===== config.mk =====
export PLATFORM = sky130hd
export DESIGN_NAME = prio_enc_rr_arb
export DESIGN_NICKNAME = d
export VERILOG_FILES = /design/src/rtl/prio_enc_rr_arb.sv
export SDC_FILE = /design/constraint.sdc
export NUM_CORES = 1
export LEC_CHECK = 0
export ABC_AREA = 1
export BUFFER_PORTS_ARGS = -buffer_cell sky130_fd_sc_hd__buf_4
export CORE_MARGIN = 2
export CORE_UTILIZATION = 50
export CTS_CLUSTER_SIZE = 12
export DETAILED_ROUTE_END_ITERATION = 10
export PLACE_DENSITY = 0.78
export SLEW_MARGIN = 20
export SYNTH_ARGS = -nofsm -noshare
export SYNTH_HDL_FRONTEND = slang
export SYNTH_SLANG_ARGS = --single-unit

===== constraint.sdc =====
create_clock -name clk -period 3.1 [get_ports clk]
set_clock_uncertainty 0.05 [all_clocks]
set_input_delay 0.93 -clock clk [delete_from_list [all_inputs] [get_ports clk]]
set_output_delay 0.93 -clock clk [all_outputs]
set_load 0.03 [all_outputs]

===== src/rtl/prio_enc_rr_arb.sv =====
// prio_enc_rr_arb: registered N-input request arbiter with fixed or round-robin priority.
//   clk, rst : clock; synchronous active-high reset
//   EN, Din  : request enable and request lines; requests latch into sticky pending bits
//   mode     : 0 = fixed priority (highest index wins), 1 = round-robin
//   ready    : consumer accepts Y on an edge where valid & ready
//   Y, valid : granted index and its qualifier; Y is held while valid & !ready
//   pending  : sticky request register
module prio_enc_rr_arb #(
  parameter int unsigned N = 8,
  parameter int unsigned W = $clog2(N)
) (
  input  logic         clk,
  input  logic         rst,
  input  logic         EN,
  input  logic [N-1:0] Din,
  input  logic         mode,
  input  logic         ready,
  output logic [W-1:0] Y,
  output logic         valid,
  output logic [N-1:0] pending
);

  typedef enum logic {
    IDLE  = 1'b0,
    GRANT = 1'b1
  } state_t;

  state_t       state_q, state_d;
  logic [N-1:0] pending_q, pending_d;
  logic [W-1:0] y_q, y_d;
  logic [W-1:0] ptr_q, ptr_d;

  logic         accept;
  logic [N-1:0] clr;
  logic [N-1:0] sel_vec;
  logic         sel_found;
  logic [W-1:0] sel_idx;

  // Descending search starting one below start_after, wrapping N-1 after 0.
  // Fixed priority is the same search with start_after = 0 (start at N-1).
  function automatic logic [W:0] pick(input logic [N-1:0] req,
                                      input logic         rr,
                                      input logic [W-1:0] start_after);
    int unsigned base;
    int unsigned idx;
    logic        found;
    logic [W-1:0] sel;
    found = 1'b0;
    sel   = '0;
    base  = rr ? 32'(start_after) : 0;
    for (int unsigned k = 0; k < N; k++) begin
      idx = (base + N - 1 - k) % N;
      if (!found && req[idx[W-1:0]]) begin
        found = 1'b1;
        sel   = idx[W-1:0];
      end
    end
    return {found, sel};
  endfunction

  always_comb begin
    accept = (state_q == GRANT) && ready;

    clr = '0;
    if (accept) clr[y_q] = 1'b1;

    // Set wins over clear: a re-request of Y on the accepting edge stays pending.
    pending_d = (pending_q & ~clr) | (EN ? Din : '0);
    ptr_d     = accept ? y_q : ptr_q;

    // Selection looks only at registered pending, with the accepted bit masked,
    // so a back-to-back grant never repeats the index just consumed.
    sel_vec = pending_q & ~clr;
    {sel_found, sel_idx} = pick(sel_vec, mode, ptr_d);

    state_d = state_q;
    y_d     = y_q;
    unique case (state_q)
      IDLE: begin
        if (sel_found) begin
          y_d     = sel_idx;
          state_d = GRANT;
        end
      end
      GRANT: begin
        if (accept) begin
          if (sel_found) y_d = sel_idx;
          else           state_d = IDLE;
        end
      end
      default: state_d = IDLE;
    endcase
  end

  always_ff @(posedge clk) begin
    if (rst) begin
      state_q   <= IDLE;
      pending_q <= '0;
      y_q       <= '0;
      ptr_q     <= '0;
    end else begin
      state_q   <= state_d;
      pending_q <= pending_d;
      y_q       <= y_d;
      ptr_q     <= ptr_d;
    end
  end

  assign Y       = y_q;
  assign valid   = (state_q == GRANT);
  assign pending = pending_q;

endmodule


### Yosys cells after proc, flatten, opt, wreduce, memory -nomap -nowiden

Index checks and enable logic that the tools add are counted.

* eq/ne operators: 1
* $lt $le $gt $ge: 10
* reduce and logical (&&, ||, !) cells: 16
* multiplexer cells: 44
* bitwise logic cells: 4
* $add $sub $neg: 9

Operators by type and width (number)
* $lt A3 B4 Y1 const B: 9
* $mux W3: 12
* $bmux W1 S3: 8
* $mux W1: 19
* $mux W8: 2
* $logic_and A1 B1 Y1: 9
* $sub A3 B1 Y3 const B: 3
* $sub A3 B3 Y3 const B: 3
* $and A8 B8 Y8: 1
* $not A8 Y8: 1
* $or A8 B8 Y8: 1
* $logic_not A1 Y1: 7
* $pmux W3 S2: 1
* $sub A3 B2 Y3 const B: 2
* $add A3 B1 Y3 const B: 1
* $demux W1 S3: 1
* $ge A3 B1 Y1 const B: 1
* $ne A2 B1 Y1 const B: 1
* $pmux W1 S2: 1
* $not A1 Y1: 1

* input bits: 13
* register bits: 15

### Longest topological paths before layout

Gate-level depths: netlist (run 1).

* word-level depth: 34
* mapped depth: 20

### Worst setup path before layout (run 1)

Ideal clock, no wire load.

* path type: in2reg
* from: in ready
* to: reg y_q[1] (netlist: Y[1])
* slack: -0.006 ns
* required time: 2.936 ns
* setup time: 0.114 ns
* cell stages on the path: 16
* data arrival time: 2.942 ns
* buffers on the path: 1
* cells stage by stage: nand2_2 > nand2_4 > nand3_2 > buf_6 > ha_1 > clkinv_1 > nand3_1 > nand2_1 > o21ai_2 > inv_1 > nor2_4 > nand4_2 > nand2_2 > nor2_1 > nand2_1 > a21oi_2

* longest elaborated chain between the ends: 32
* elaborated cells on any way between the ends: 65

Ends and longest elaborated chain
* start, declared: RTL line 17 `input logic ready,`
* $logic_and A1 B1 Y1 (*): RTL line 62 `accept = (state_q == GRANT) && ready;`
* branches (longest 31 deep; another with $add A3 B1 Y3)
* end signal, assigned: RTL line 104 `y_q <= y_d;`
* end, declared: RTL line 30 `logic [W-1:0] y_q, y_d;`

Mark *: on every way between the ends. The select of a mux whose other input is x is not followed.
A chain may end at the register's enable or synchronous reset.

### Worst setup path after layout (run 1)

Same ends and word-level chain as after synthesis.

==> results.cfg, run 1 <==
[setup_path]
slowest_stage = o211ai_1
critPathLaunchType = input port
cp.buffers_inverters = 2
crit_chain = buf_4 -> nand2_2 -> o211ai_1 -> ha_2 -> inv_1 -> nand3_1 -> nand3_1 -> nand2_2 -> nand3_1 -> nand2_2 -> nand4_4 -> nor2_4 -> nand4_2 -> nand2_2 -> nor2_1 -> nand2_1 -> a21oi_2
required_ns = 3.25
crit_family = simple AND/OR/NAND/NOR gates
max_stage_delay_ns = 0.25
crit_path_end = Y[1]$_SDFFE_PP0P_
ff2ff_path_depth = 16
cp_max_fo = 5
r2r_setup_slack_ns = 0.45
cp-end-kind = flop
path_class = in2reg
path_depth = 17
arrival_ns = 3.02
setup.worst_path.start = ready
r2r_start = valid$_SDFF_PP0_
worstReg2RegEnd = Y[1]$_SDFFE_PP0P_
crit_top_cell = nand2_2

[floorplan]
dieArea_sq_mm = 0.00334
start_util_pct = 52.5
dieHeight_um = 57.8
num_rows = 19
fp.dieW_um = 57.8
core_sq_mm = 0.00276
ios = 25

[hold_path]
hold_path_class = reg2reg

[routing]
drt-pass1-iter-count = 4
vias = 1758
avgViaCountPerCell = 5.48
drc = 0
post_drt_wl_per_cell_um = 12.6
final_antenna_net_count = 0
drt_iter0_markers = 88
wl_mm = 4.06

[timing]
fmax_ghz = 0.348
period_minus_slack_ns = 2.87
hold_violations = 0
slew_viol_final = 0
setup_violations = 0
max_slew.worst_pin.slew_ns = 0.324
max_slew_margin_pct = 78.4
rsz0062_at_grt = false
min_period_over_period_pct = 92.7
setup_ws_ns = 0.227

[yosys]
synth.avg_cell_area_sq_um = 5.74
yosys_warnings = 0
synth_area_sq_mm = 0.00145
ys_ff_latch = 15
ys_seq_area_share_pct = 20.7
synthCells = 252
synthDistinctLibCells = 27
syn_nets = 267

[cells_and_area]
antenna_cells = 0
drive_above_1_share_pct = 23.8
fin_nets = 306
postLayoutCoreUtil_pct = 65.2
finalInstanceArea_sq_mm = 0.00180
final_common_cell = nand2_1
syn_to_final_growth_pct = 24.2
fillCellCount = 267
multi_input_area_sq_mm = 0.00103
fin_cells = 321
seq_area_sq_um = 300
final_cell_mix = nand2_1 (78), nand3_1 (40), buf_4 (38), inv_1 (29), nor2_1 (20)

[power]
power.leakage_nw = 0.938
seqPwrFrac_pct = 24.4
p_total_mw = 1.04
power.internal_mw = 0.501
vdd_ir_drop_max_mv = 0.359
p_per_area_mw_per_mm2 = 577
p_comb_share_pct = 64.1
swShare_pct = 51.7
clkPwrFrac_pct = 11.5
p_sw_mw = 0.535

[place]
hpwlAfterDp_mm = 3.31
gp_congestion = 0.979
dpl-instance-area_sq_mm = 0.00173
placed_cells = 315
port_buffers = 24
place_ws_ns = -0.116

[flow_run]
max_cap_violations = 0

[grt]
grt_antenna_before_repair = 0
grt_pass1_vias = 1520
grt_use_total_pct = 25.7
grt_max_degree = 14
grt_pass1_wl_mm = 6.62
overflow = 0

[clocking]
cts_buffers = 3
cts_sinks = 15
path_clk_slew_ns = 0.10
clk_latency_ns = 0.29
cts_max_path_buffers = 2
hold_buffers = 0
root_buffer = clkbuf_4
cts_tree = yes
cts.htree.levels = 1

[outcome]
status = complete, no violations
-- worst register-to-register path, cell delays in order, from the launching register on --
cell and delay [ns]:
dfxtp_1 0.47, nand2_2 0.15, o211ai_1 0.25, ha_2 0.25, inv_1 0.07, nand3_1 0.14
nand3_1 0.11, nand2_2 0.11, nand3_1 0.09, nand2_2 0.14, nand4_4 0.11, nor2_4 0.17
nand4_2 0.12, nand2_2 0.14, nor2_1 0.06, nand2_1 0.08, a21oi_2 0.05
-- worst min path at each step --
stage,start,endpoint,slack [ns],cells after the start
3_5_place_dp,ptr_q[2]$_SDFF_PP0_,ptr_q[2]$_SDFF_PP0_,0.44,2
2_1_floorplan,ptr_q[2]$_SDFF_PP0_,ptr_q[2]$_SDFF_PP0_,0.42,2
3_3_place_gp,ptr_q[2]$_SDFF_PP0_,ptr_q[2]$_SDFF_PP0_,0.43,2
5_1_grt,pending[0]$_SDFF_PP0_,pending[0]$_SDFF_PP0_,0.50,2
6_report,ptr_q[2]$_SDFF_PP0_,ptr_q[2]$_SDFF_PP0_,0.45,2
4_1_cts,ptr_q[2]$_SDFF_PP0_,ptr_q[2]$_SDFF_PP0_,0.45,2
-- per-layer routing --
layer	global-route usage, %	vias to the layer above	share of wire, %
met2	39.0	57	45
met5	0	-	0
met1	36.1	771	46
met4	12.6	0	3.3
met3	3.13	16	5.1
li1	-	914	-
-- state kept, by name, summed over array words and instances, names as in the netlist --
register	flops
Y	3
valid	1
pending	8
ptr_q	3
-- cell usage after synthesis, drive strengths merged --
cell / count / area, sq um
o211ai: 1 / 7.51
buf: 3 / 20.0
clkbuf: 1 / 3.75
nand4: 12 / 87.6
o2111ai: 2 / 17.5
nand3: 44 / 235
inv: 29 / 109
o21ai: 12 / 63.8
and2: 1 / 6.26
nand2: 91 / 379
clkinv: 1 / 3.75
nor2: 24 / 115
nor3: 1 / 5.00
a21oi: 13 / 68.8
ha: 2 / 25.0
dfxtp: 15 / 300
-- layout make-up --
| type | instances | share of cell area (%) |
|---|---|---|
| clock buffers | 3 | 1.25 |
| clock inverters | 1 | 0.278 |
| inverters | 30 | 6.33 |
| multi-input cells | 203 | 57.4 |
| flip-flops and latches | 15 | 16.7 |
| well taps | 31 | 2.16 |
| repair buffers | 38 | 15.9 |
-- repair_timing --
item,CTS,global route
buffers inserted,0,2
endpoints found under the setup margin,0,2
gates resized for setup,0,5
-- per-stage QoR --
stage / hold slack (ns) / setup TNS, ns
floorplan: 0.418 / 0
global placement: 0.430 / -0.104
detailed placement: 0.436 / -0.231
CTS: 0.450 / 0
global route: 0.496 / 0
finish: 0.450 / 0
-- power groups by stage --
stage                     clock [mW]  combinational [mW]  sequential [mW]
after CTS                      0.121               0.632            0.252
after detailed placement           0               0.630            0.256
final                          0.119               0.664            0.253
after global placement             0               0.623            0.256
after global routing           0.125               0.734            0.256
after floorplan                    0               0.410            0.292
-- kinds of logic after synthesis --
| kind of cell | share of synthesized area (%) |
|---|---|
| and+or+nand+nor | 57.2 |
| adders and majority gates | 1.73 |
| DFF | 20.7 |
| AOI/OAI and AO/OA | 10.9 |
| buffers and inverters | 9.42 |
No activity file was read; power rests on OpenSTA's default activity.
==> inputs of run 2 (changes only) <==
CTS_CLUSTER_SIZE = 14   (was 12)
PLACE_DENSITY = 0.75   (was 0.78)
clock period = 2.9 ns   (was 3.1 ns; I/O delays follow)
==> results.cfg, run 2 (synthesis results as in run 1) <==
[outcome]
status = complete, no violations

[setup_path]
cp.buffers_inverters = 2
required_ns = 3.05
path_class = in2reg
critPathLaunchType = input port
crit_chain = buf_4 -> nand2_4 -> o211ai_1 -> ha_4 -> inv_2 -> nand3_4 -> nand3_2 -> nand2_2 -> nand3_2 -> nand2_4 -> nand4_4 -> nor2_4 -> nand4_2 -> nand2_2 -> nor2_1 -> nand2_1 -> a21oi_2
cp_max_fo = 5
max_stage_delay_ns = 0.36
arrival_ns = 2.91
cp-end-kind = flop
slowest_stage = o211ai_1
crit_family = simple AND/OR/NAND/NOR gates

[power]
seqPwrFrac_pct = 21.8
p_sw_mw = 0.636
p_per_area_mw_per_mm2 = 605
power.internal_mw = 0.616
clkPwrFrac_pct = 10.0
p_total_mw = 1.25
power.leakage_nw = 1.06
p_comb_share_pct = 68.2
vdd_ir_drop_max_mv = 0.498
swShare_pct = 50.8

[clocking]
cts_tree = yes
path_clk_slew_ns = 0.10
cts_max_path_buffers = 2
clk_latency_ns = 0.30
cts.htree.levels = 1
root_buffer = clkbuf_4
cts_sinks = 15
cts_buffers = 3

[floorplan]
ios = 25
start_util_pct = 52.5
dieHeight_um = 57.8
core_sq_mm = 0.00276
fp.dieW_um = 57.8
dieArea_sq_mm = 0.00334
num_rows = 19

[cells_and_area]
finalInstanceArea_sq_mm = 0.00207
antenna_cells = 0
drive_above_1_share_pct = 33.5
final_common_cell = nand2_1
fin_cells = 341
syn_to_final_growth_pct = 43.0
final_cell_mix = nand2_1 (73), buf_4 (58), nand3_1 (33), inv_1 (27), nor2_1 (20)
largest_register_ff_count = 8
fin_nets = 326

[routing]
drt-pass1-iter-count = 5
drt_iter0_markers = 126
final_antenna_net_count = 0
wl_mm = 4.53
post_drt_wl_per_cell_um = 13.3
avgViaCountPerCell = 5.54
vias = 1888
drc = 0

[place]
gp_congestion = 0.970
dpl-instance-area_sq_mm = 0.00190
placed_cells = 331
port_buffers = 24
hpwlAfterDp_mm = 3.40

[timing]
slew_viol_final = 0
period_minus_slack_ns = 2.76
setup_violations = 0
min_period_over_period_pct = 95.0
fmax_ghz = 0.363
max_slew.worst_pin.slew_ns = 0.384
hold_violations = 0
max_slew_margin_pct = 74.3

[grt]
grt_antenna_before_repair = 0
grt_use_total_pct = 27.7
grt_max_degree = 14
overflow = 0
grt_pass1_wl_mm = 7.28
grt_pass1_vias = 1701

[flow_run]
max_cap_violations = 0

[hold_path]
hold_path_class = reg2reg
==> run 2: path summary, 6_finish.rpt <==
path / start / end / slack [ns] / cells past startpoint
setup / recovery: ready / Y[1]$_SDFFE_PP0P_ / 0.14 / 17
hold reg to reg: ptr_q[2]$_SDFF_PP0_ / ptr_q[2]$_SDFF_PP0_ / 0.45 / 2
hold / removal: ptr_q[2]$_SDFF_PP0_ / ptr_q[2]$_SDFF_PP0_ / 0.45 / 2
setup reg to reg: valid$_SDFF_PP0_ / Y[1]$_SDFFE_PP0P_ / 0.30 / 16
==> run 2: final cells by class <==
cell class	count	area, sq um
Clock inverter	1	5.00
Sequential cell	15	300
Multi-Input combinational cell	203	1150
Clock buffer	3	22.5
Tap cell	31	38.8
Fill cell	234	688
Timing Repair Buffer	58	435
Inverter	30	118
==> run 2: worst min-delay path: stages, from the launching register on <==
cell	delay, ns
dfxtp_1	0.31
nand2_1	0.09
a21oi_1	0.07
==> run 2: repair_timing <==
item | CTS | global route
gates resized for setup | 0 | 24
setup endpoints to repair | 0 | 4
endpoints found under the hold margin | 0 | 0
buffers inserted | 0 | 6
hold buffers | 0 | 0
==> run 2: metal layers <==
metal  vias to the layer above  share of wire [%]  track usage, %
met2                        75                 49            47.7
met4                         0                1.8            9.30
met5                         -                  0               0
li1                        955                  -               -
met1                       847                 42            36.0
met3                        11                6.6            3.13
==> run 2: stage by stage <==
step	util [%]	hold WS, ns	TNS (ns)	setup WS [ns]
final	75.0	0.452	0	0.145
after global routing	75.0	0.488	-0.0209	-0.0209
after CTS	69.9	0.453	0	0.0969
after detailed placement	68.9	0.439	-0.638	-0.219
after global placement	68.9	0.435	-0.529	-0.187
after floorplan	-	0.417	0	0.00686
==> run 2: power groups by stage <==
stage | Sequential (mW) | Clock (mW) | Combinational (mW)
finish | 0.273 | 0.125 | 0.854
CTS | 0.271 | 0.125 | 0.749
global route | 0.275 | 0.138 | 0.939
floorplan | 0.313 | 0 | 0.464
detailed placement | 0.275 | 0 | 0.747
global placement | 0.277 | 0 | 0.737
